[src/rtl/note_pkg.sv]
// Shared types and constants for the falling-note lane sequencer.
package note_pkg;

    localparam int NUM_LANES = 5;
    localparam int Y_W       = 10;
    localparam int TIME_W    = 16;

    localparam logic [Y_W-1:0] PARK_Y = '1;

    typedef enum logic [2:0] {
        LANE_GREEN  = 3'd0,
        LANE_RED    = 3'd1,
        LANE_YELLOW = 3'd2,
        LANE_BLUE   = 3'd3,
        LANE_ORANGE = 3'd4
    } lane_idx_t;

    typedef enum logic [2:0] {
        IDLE,
        FETCH,
        HOLD,
        DRAIN,
        DONE
    } seq_state_t;

    typedef struct packed {
        logic [TIME_W-1:0]    frame_stamp;
        logic [NUM_LANES-1:0] lane_mask;
    } chart_entry_t;

endpackage

[src/rtl/lane_note_ctr.sv]
// One falling-note lane: y position and live flag, advanced on accepted ticks.
// A spawn always restarts the lane at the top, even if a note is still falling.
module lane_note_ctr
    import note_pkg::*;
#(
    parameter int SPEED     = 2,
    parameter int DESPAWN_Y = 480
) (
    input  logic           Clk,
    input  logic           Reset_n,
    input  logic           tick,
    input  logic           spawn,
    output logic [Y_W-1:0] y,
    output logic           active
);

    // One extra bit so the expiry compare cannot be fooled by wrap-around.
    logic [Y_W:0] y_sum;
    logic         expire;

    assign y_sum  = {1'b0, y} + (Y_W+1)'(SPEED);
    assign expire = (y_sum >= (Y_W+1)'(DESPAWN_Y));

    always_ff @(posedge Clk or negedge Reset_n) begin
        if (!Reset_n) begin
            y      <= PARK_Y;
            active <= 1'b0;
        end else if (spawn) begin
            y      <= '0;
            active <= 1'b1;
        end else if (tick && active) begin
            if (expire) begin
                y      <= PARK_Y;
                active <= 1'b0;
            end else begin
                y      <= y_sum[Y_W-1:0];
            end
        end
    end

endmodule

[src/rtl/note_sequencer.sv]
// Chart-driven note scheduler: fetches {frame_stamp, lane_mask} entries and spawns notes into the lanes.
// Optional build macro LOOP_CHART_EN: the end-of-chart marker rewinds to address 0 instead of draining.
module note_sequencer
    import note_pkg::*;
#(
    parameter int SPEED     = 2,
    parameter int DESPAWN_Y = 480,
    parameter int ADDR_W    = 8
) (
    input  logic                              Clk,
    input  logic                              Reset_n,
    input  logic                              start,
    input  logic                              pause,
    input  logic                              frame_tick,
    output logic                              chart_req,
    output logic [ADDR_W-1:0]                 chart_addr,
    input  logic                              chart_valid,
    input  logic [TIME_W+NUM_LANES-1:0]       chart_data,
    output logic [NUM_LANES-1:0][Y_W-1:0]     lane_y,
    output logic [NUM_LANES-1:0]              lane_active,
    output logic [TIME_W-1:0]                 frame_count,
    output logic                              done
);

    seq_state_t           state, state_nxt;
    chart_entry_t         entry;
    chart_entry_t         data_in;
    logic                 tick_acc;
    logic                 spawn_ok;
    logic [NUM_LANES-1:0] spawn_mask;
    logic                 take;
    logic                 restart;

    assign data_in    = chart_entry_t'(chart_data);
    assign tick_acc   = frame_tick && !pause && (state inside {FETCH, HOLD, DRAIN});
    // The stamp is compared against the count before this tick's increment.
    assign spawn_ok   = (state == HOLD) && tick_acc && (entry.frame_stamp <= frame_count);
    assign spawn_mask = spawn_ok ? entry.lane_mask : '0;
    assign done       = (state == DONE);

    always_ff @(posedge Clk or negedge Reset_n) begin
        if (!Reset_n) begin
            state <= IDLE;
        end else begin
            state <= state_nxt;
        end
    end

    always_comb begin
        state_nxt = state;
        chart_req = 1'b0;
        take      = 1'b0;
        restart   = 1'b0;
        case (state)
            IDLE, DONE: begin
                if (start) begin
                    state_nxt = FETCH;
                    restart   = 1'b1;
                end
            end
            FETCH: begin
                chart_req = 1'b1;
                if (chart_valid) begin
                    take = 1'b1;
                    if (data_in.lane_mask != '0) begin
                        state_nxt = HOLD;
                    end else begin
`ifdef LOOP_CHART_EN
                        restart   = 1'b1;
`else
                        state_nxt = DRAIN;
`endif
                    end
                end
            end
            HOLD: begin
                if (spawn_ok) begin
                    state_nxt = FETCH;
                end
            end
            DRAIN: begin
                if (lane_active == '0) begin
                    state_nxt = DONE;
                end
            end
            default: begin
                state_nxt = IDLE;
            end
        endcase
    end

    // Restart (new run or chart loop) takes priority over address advance and frame counting.
    always_ff @(posedge Clk or negedge Reset_n) begin
        if (!Reset_n) begin
            chart_addr  <= '0;
            frame_count <= '0;
        end else if (restart) begin
            chart_addr  <= '0;
            frame_count <= '0;
        end else begin
            if (take) begin
                chart_addr <= chart_addr + ADDR_W'(1);
            end
            if (tick_acc && (frame_count != '1)) begin
                frame_count <= frame_count + TIME_W'(1);
            end
        end
    end

    always_ff @(posedge Clk) begin
        if (take) begin
            entry <= data_in;
        end
    end

    for (genvar l = 0; l < NUM_LANES; l++) begin : g_lane
        lane_note_ctr #(
            .SPEED     (SPEED),
            .DESPAWN_Y (DESPAWN_Y)
        ) u_lane (
            .Clk     (Clk),
            .Reset_n (Reset_n),
            .tick    (tick_acc),
            .spawn   (spawn_mask[l]),
            .y       (lane_y[l]),
            .active  (lane_active[l])
        );
    end

endmodule
[config.mk]
export PLATFORM = sky130hd
export DESIGN_NAME = note_sequencer
export DESIGN_NICKNAME = d
export VERILOG_FILES = /design/src/rtl/note_pkg.sv /design/src/rtl/lane_note_ctr.sv /design/src/rtl/note_sequencer.sv
export SDC_FILE = /design/constraint.sdc
export NUM_CORES = 1
export LEC_CHECK = 0
export ABC_CLOCK_PERIOD_IN_PS = 2500
export BUFFER_PORTS_ARGS = -buffer_cell sky130_fd_sc_hd__buf_4
export CAP_MARGIN = 30
export CORE_AREA = 2 2 100 111
export DETAILED_ROUTE_END_ITERATION = 16
export DIE_AREA = 0 0 102 113
export PLACE_DENSITY = 0.8
export SKIP_CTS_REPAIR_TIMING = 1
export SYNTH_ARGS = -nofsm -noshare
export SYNTH_HDL_FRONTEND = slang
export SYNTH_SLANG_ARGS = --single-unit
[constraint.sdc]
create_clock -name Clk -period 2.5 [get_ports Clk]
set_clock_uncertainty 0.1 [all_clocks]
set_input_delay 0.125 -clock Clk [delete_from_list [all_inputs] [get_ports Clk]]
set_output_delay 0.125 -clock Clk [all_outputs]
set_load 0.01 [all_outputs]
==> impl_summary.txt <==
----------------------------------------------------
[Die]
  # rows ... 39
  Core ar. ... 0.0103 mm²
  Starting density of the core ... 0.550
  Number of top-level design ports ... 108
  Die W ... 102 µm
  Die boundary height ... 113 µm
  Total Die Area ... roughly 0.012 mm²

[Synth]
  Share of synthesized area occupied by flip-flops and latches ... 0.483
  Net count after synthesis ... 631
  Most frequently used flop master after synthesis ... dfstp_2
  Largest area contributor in the netlist ... dfstp_2
  Most frequent cell after synthesis ... nor2_1
  Async set or reset register ratio after synthesis ... 0.796
  Post-synthesis average cell area ... 9.79 µm²
  Area share of the largest cell type after synthesis ... 0.231
  YS warnings ... 0
  Post-synth EDFFs ... 21
  Number of distinct library cell variants in the gate-level netlist after synthesis ... 65
  Most area-consuming cells after synthesis ... dfstp_2, dfrtp_1, edfxtp_1
  Post-synthesis cell count ... 581
  Post-synthesis instance area ... 0.00569 mm²
  Top post-synthesis cells by count ... nor2_1, dfstp_2, nand2_1
  Flip-flop and latch count after synthesis ... 103

[Place]
  Pre-CTS setup slack ... -0.00928 ns
  # port buffers ... 107
  Placed instance count ... 825
  RD Place Congestion ... 0.894
  Detailed Place HPWL ... 9540 µm

[Layout]
  Multi-input gate area in the final layout ... 0.00277 mm²
  Area of all sequential standard cells ... around 0.0027 mm²
  Non-filler cells, final ... 867
  Share of layout cells above drive strength 1 ... 0.322
  Number of inserted filler cells in the final layout ... 778
  Relative area change from synthesis to final layout ... 28.8%
  Nets ... 769
  Diode insertion count for antenna repair ... 0

[Pwr]
  Sequential fraction of design power ... 0.454
  Proportion of total power due to net switching ... 0.338
  Combinational share of power ... 0.294
  Clock power share ... 0.252
  Worst VDD drop ... 0.527 mV
  Total power density per cell area ... 777 mW/mm²
  Leakage power summed over all cells ... 3.06 nW
  Power Internal ... ~3.8 mW
  Sw power ... 1.93 mW

[Critical path]
  Data arrival time of the critical path ... 2.56 ns
  Data required time of the critical path ... about 2.7 ns
  Crit start category ... flop
  Maximum single-stage delay on the critical path ... 0.41 ns
  Kind of critical path ... reg2reg
  Critical Path End Type ... flop
  Crit path to ... g_lane[0].u_lane.y[8]$_DFFE_PN1P_
  R2r endpoint ... g_lane[0].u_lane.y[8]$_DFFE_PN1P_
  Cell depth of the worst flop-to-flop path ... 9
  Cell breakdown of the critical path ... inv_1 > ha_1 > a21oi_1 > o21a_1 > o311ai_0 > o31a_4 > nor3b_1 > buf_4 > nor4_4
  Origin of the critical flop-to-flop path ... frame_count[5]$_DFFE_PN0P_
  Cell with the largest stage delay on the worst path ... dfrtp_1
  Setup crit start ... frame_count[5]$_DFFE_PN0P_
  Register-to-register setup slack ... 0.09 ns
  Highest fanout seen on the critical path ... 11

[Hold path]
  Worst min path class ... in2reg

[Global route]
  Largest net degree at the start of global routing ... 67
  Overflow left after global routing ... 0
  GRT met2 Usage ... 0.387
  Met3 layer usage reported by global route ... 0.0315
  Initial antenna violation count ... 0
  Global Route Usage Sum ... 0.228
  Met1 Track Usage GR ... 0.306
  Global-route wire length before repair ... ~21,000 µm
  Vias in the first global route ... about 4.5k
  GR peak layer ... met2

[Timing]
  Total setup violations reported at the end of the flow ... 0
  Worst max-slew margin expressed relative to the limit ... 0.440
  Fmax achieved ... 415 MHz
  Unrepaired setup endpoints after global routing ... yes
  Hold Vio Cnt, Final ... 0
  Number of pins exceeding their max-slew limit in the final report ... 0
  Setup slack of the critical path after layout ... 0.0890 ns
  Crit path time final ... 2.41 ns
  Least-Margin Pin Slew ... approximately 0.84 ns
  Fin Hold WS ... 0.250 ns
  Final worst-path cycle share ... 0.964

[Routing]
  Number of vias per cell ... 5.78
  Antenna-violating nets left ... 0
  Iter 0 DRT Violations ... 223
  Via count ... 5,014
  Pre-Repair DR Iteration Count ... 5
  Wirelength per Cell ... 15.9 µm
  Drt total wl ... 13,800 µm
  Residual DRC count ... 0

[Clock network]
  TritonCTS clock tree ... done
  Maximum clock path buffer count ... 2
  Source-to-sink clock delay at the later pin of the worst-skew pair ... 0.34 ns
  Clock slew at reported path FFs ... 0.07 ns
  Inserted Clock Buffers ... 9
  Clock Sink Count ... 103
  CTS H-tree lvls ... 3
  Cell chosen for the clock root ... clkbuf_16

[Run status]
  Status ... complete, no violations

[Run]
  Max-Cap Viols ... 0

----------------------------------------------------
-- kinds of logic (layout without fill, tap and decap cells) --
family	count (synthesis)	after routing	share of synthesized area
adders and majority gates	23	23	0.0506
DFF	103	103	0.483
xor gates and xnor gates	20	20	0.0308
buffers and inverters	56	199	0.0464
AOI/OAI and AO/OA	127	127	0.152
muxes	4	4	0.00726
and+or+nand+nor	248	248	0.230
-- how the worst min path moves through the flow --
stage,start,to,slack [ns],cells after the start
2_1_floorplan,Reset_n,chart_addr[0]$_DFFE_PN0P_,-0.27,0
3_3_place_gp,Reset_n,g_lane[2].u_lane.active$_DFFE_PN0P_,0.18,1
3_5_place_dp,Reset_n,g_lane[2].u_lane.active$_DFFE_PN0P_,0.18,1
4_1_cts,Reset_n,g_lane[2].u_lane.active$_DFFE_PN0P_,-0.18,1
5_1_grt,pause,state[1]$_DFFE_PN0P_,0.29,4
6_report,frame_tick,state[1]$_DFFE_PN0P_,0.25,4
-- power groups by stage --
stage	clock network (mW)	registers, mW	logic, mW
after floorplan	0	2.57	0.922
after global placement	0	2.58	1.55
after detailed placement	0	2.59	1.60
after CTS	1.45	2.57	1.60
after global routing	1.52	2.62	1.86
final	1.44	2.58	1.67
-- metrics by stage --
step | TNS, ns | util | cell area (µm²) | power, mW
CTS | -0.0292 | 0.674 | 6970 | 5.62
floorplan | 0 | - | 5690 | 3.49
finish | 0 | 0.708 | 7330 | 5.69
detailed placement | -0.00928 | 0.645 | 6670 | 4.19
global placement | 0 | 0.645 | 6670 | 4.13
global route | -0.0556 | 0.708 | 7330 | 6.00
-- cell type report --
cell class | instances | share of cell area
Clock buffer | 9 | 0.0307
Clock inverter | 7 | 0.0106
Inverter | 30 | 0.0154
Multi-Input combinational cell | 422 | 0.378
Sequential cell | 103 | 0.375
Tap cell | 143 | 0.0244
Timing Repair Buffer | 153 | 0.166
-- flip-flops by register name, indices dropped and copies added (netlist names) --
name                  flops
frame_count              16
g_lane.u_lane.active      5
entry                    21
g_lane.u_lane.y          50
state                     3
chart_addr                8
-- routing by layer --
metal,part of all wire,vias up
met5,0,-
met4,0.015,0
met3,0.050,24
met2,0.52,177
met1,0.42,2425
li1,-,2388
-- cells in the final DEF, fill, tap and decap left out, types with 11 or more instances in the layout --
| master | n |
|---|---|
| o21ai_0 | 18 |
| dfrtp_1 | 31 |
| nand3_1 | 24 |
| nor2_1 | 60 |
| edfxtp_1 | 21 |
| nand4_1 | 19 |
| buf_4 | 129 |
| and3_1 | 12 |
| dfstp_2 | 50 |
| nand2_1 | 50 |
| ha_1 | 21 |
| a21oi_1 | 43 |
| nor3_1 | 18 |
| and2_1 | 11 |
| dlygate4sd3_1 | 23 |
| xnor2_1 | 12 |
| inv_1 | 29 |
-- worst max-delay path, delay by kind of cell (launching register included) --
| family | cells | cell delay, ns |
|---|---|---|
| compound gates | 4 | 0.85 |
| flops | 1 | 0.41 |
| simple gates | 2 | 0.34 |
| fa+ha+maj | 1 | 0.32 |
| buf+inv | 2 | 0.30 |
No activity file was read; power rests on OpenSTA's default activity.
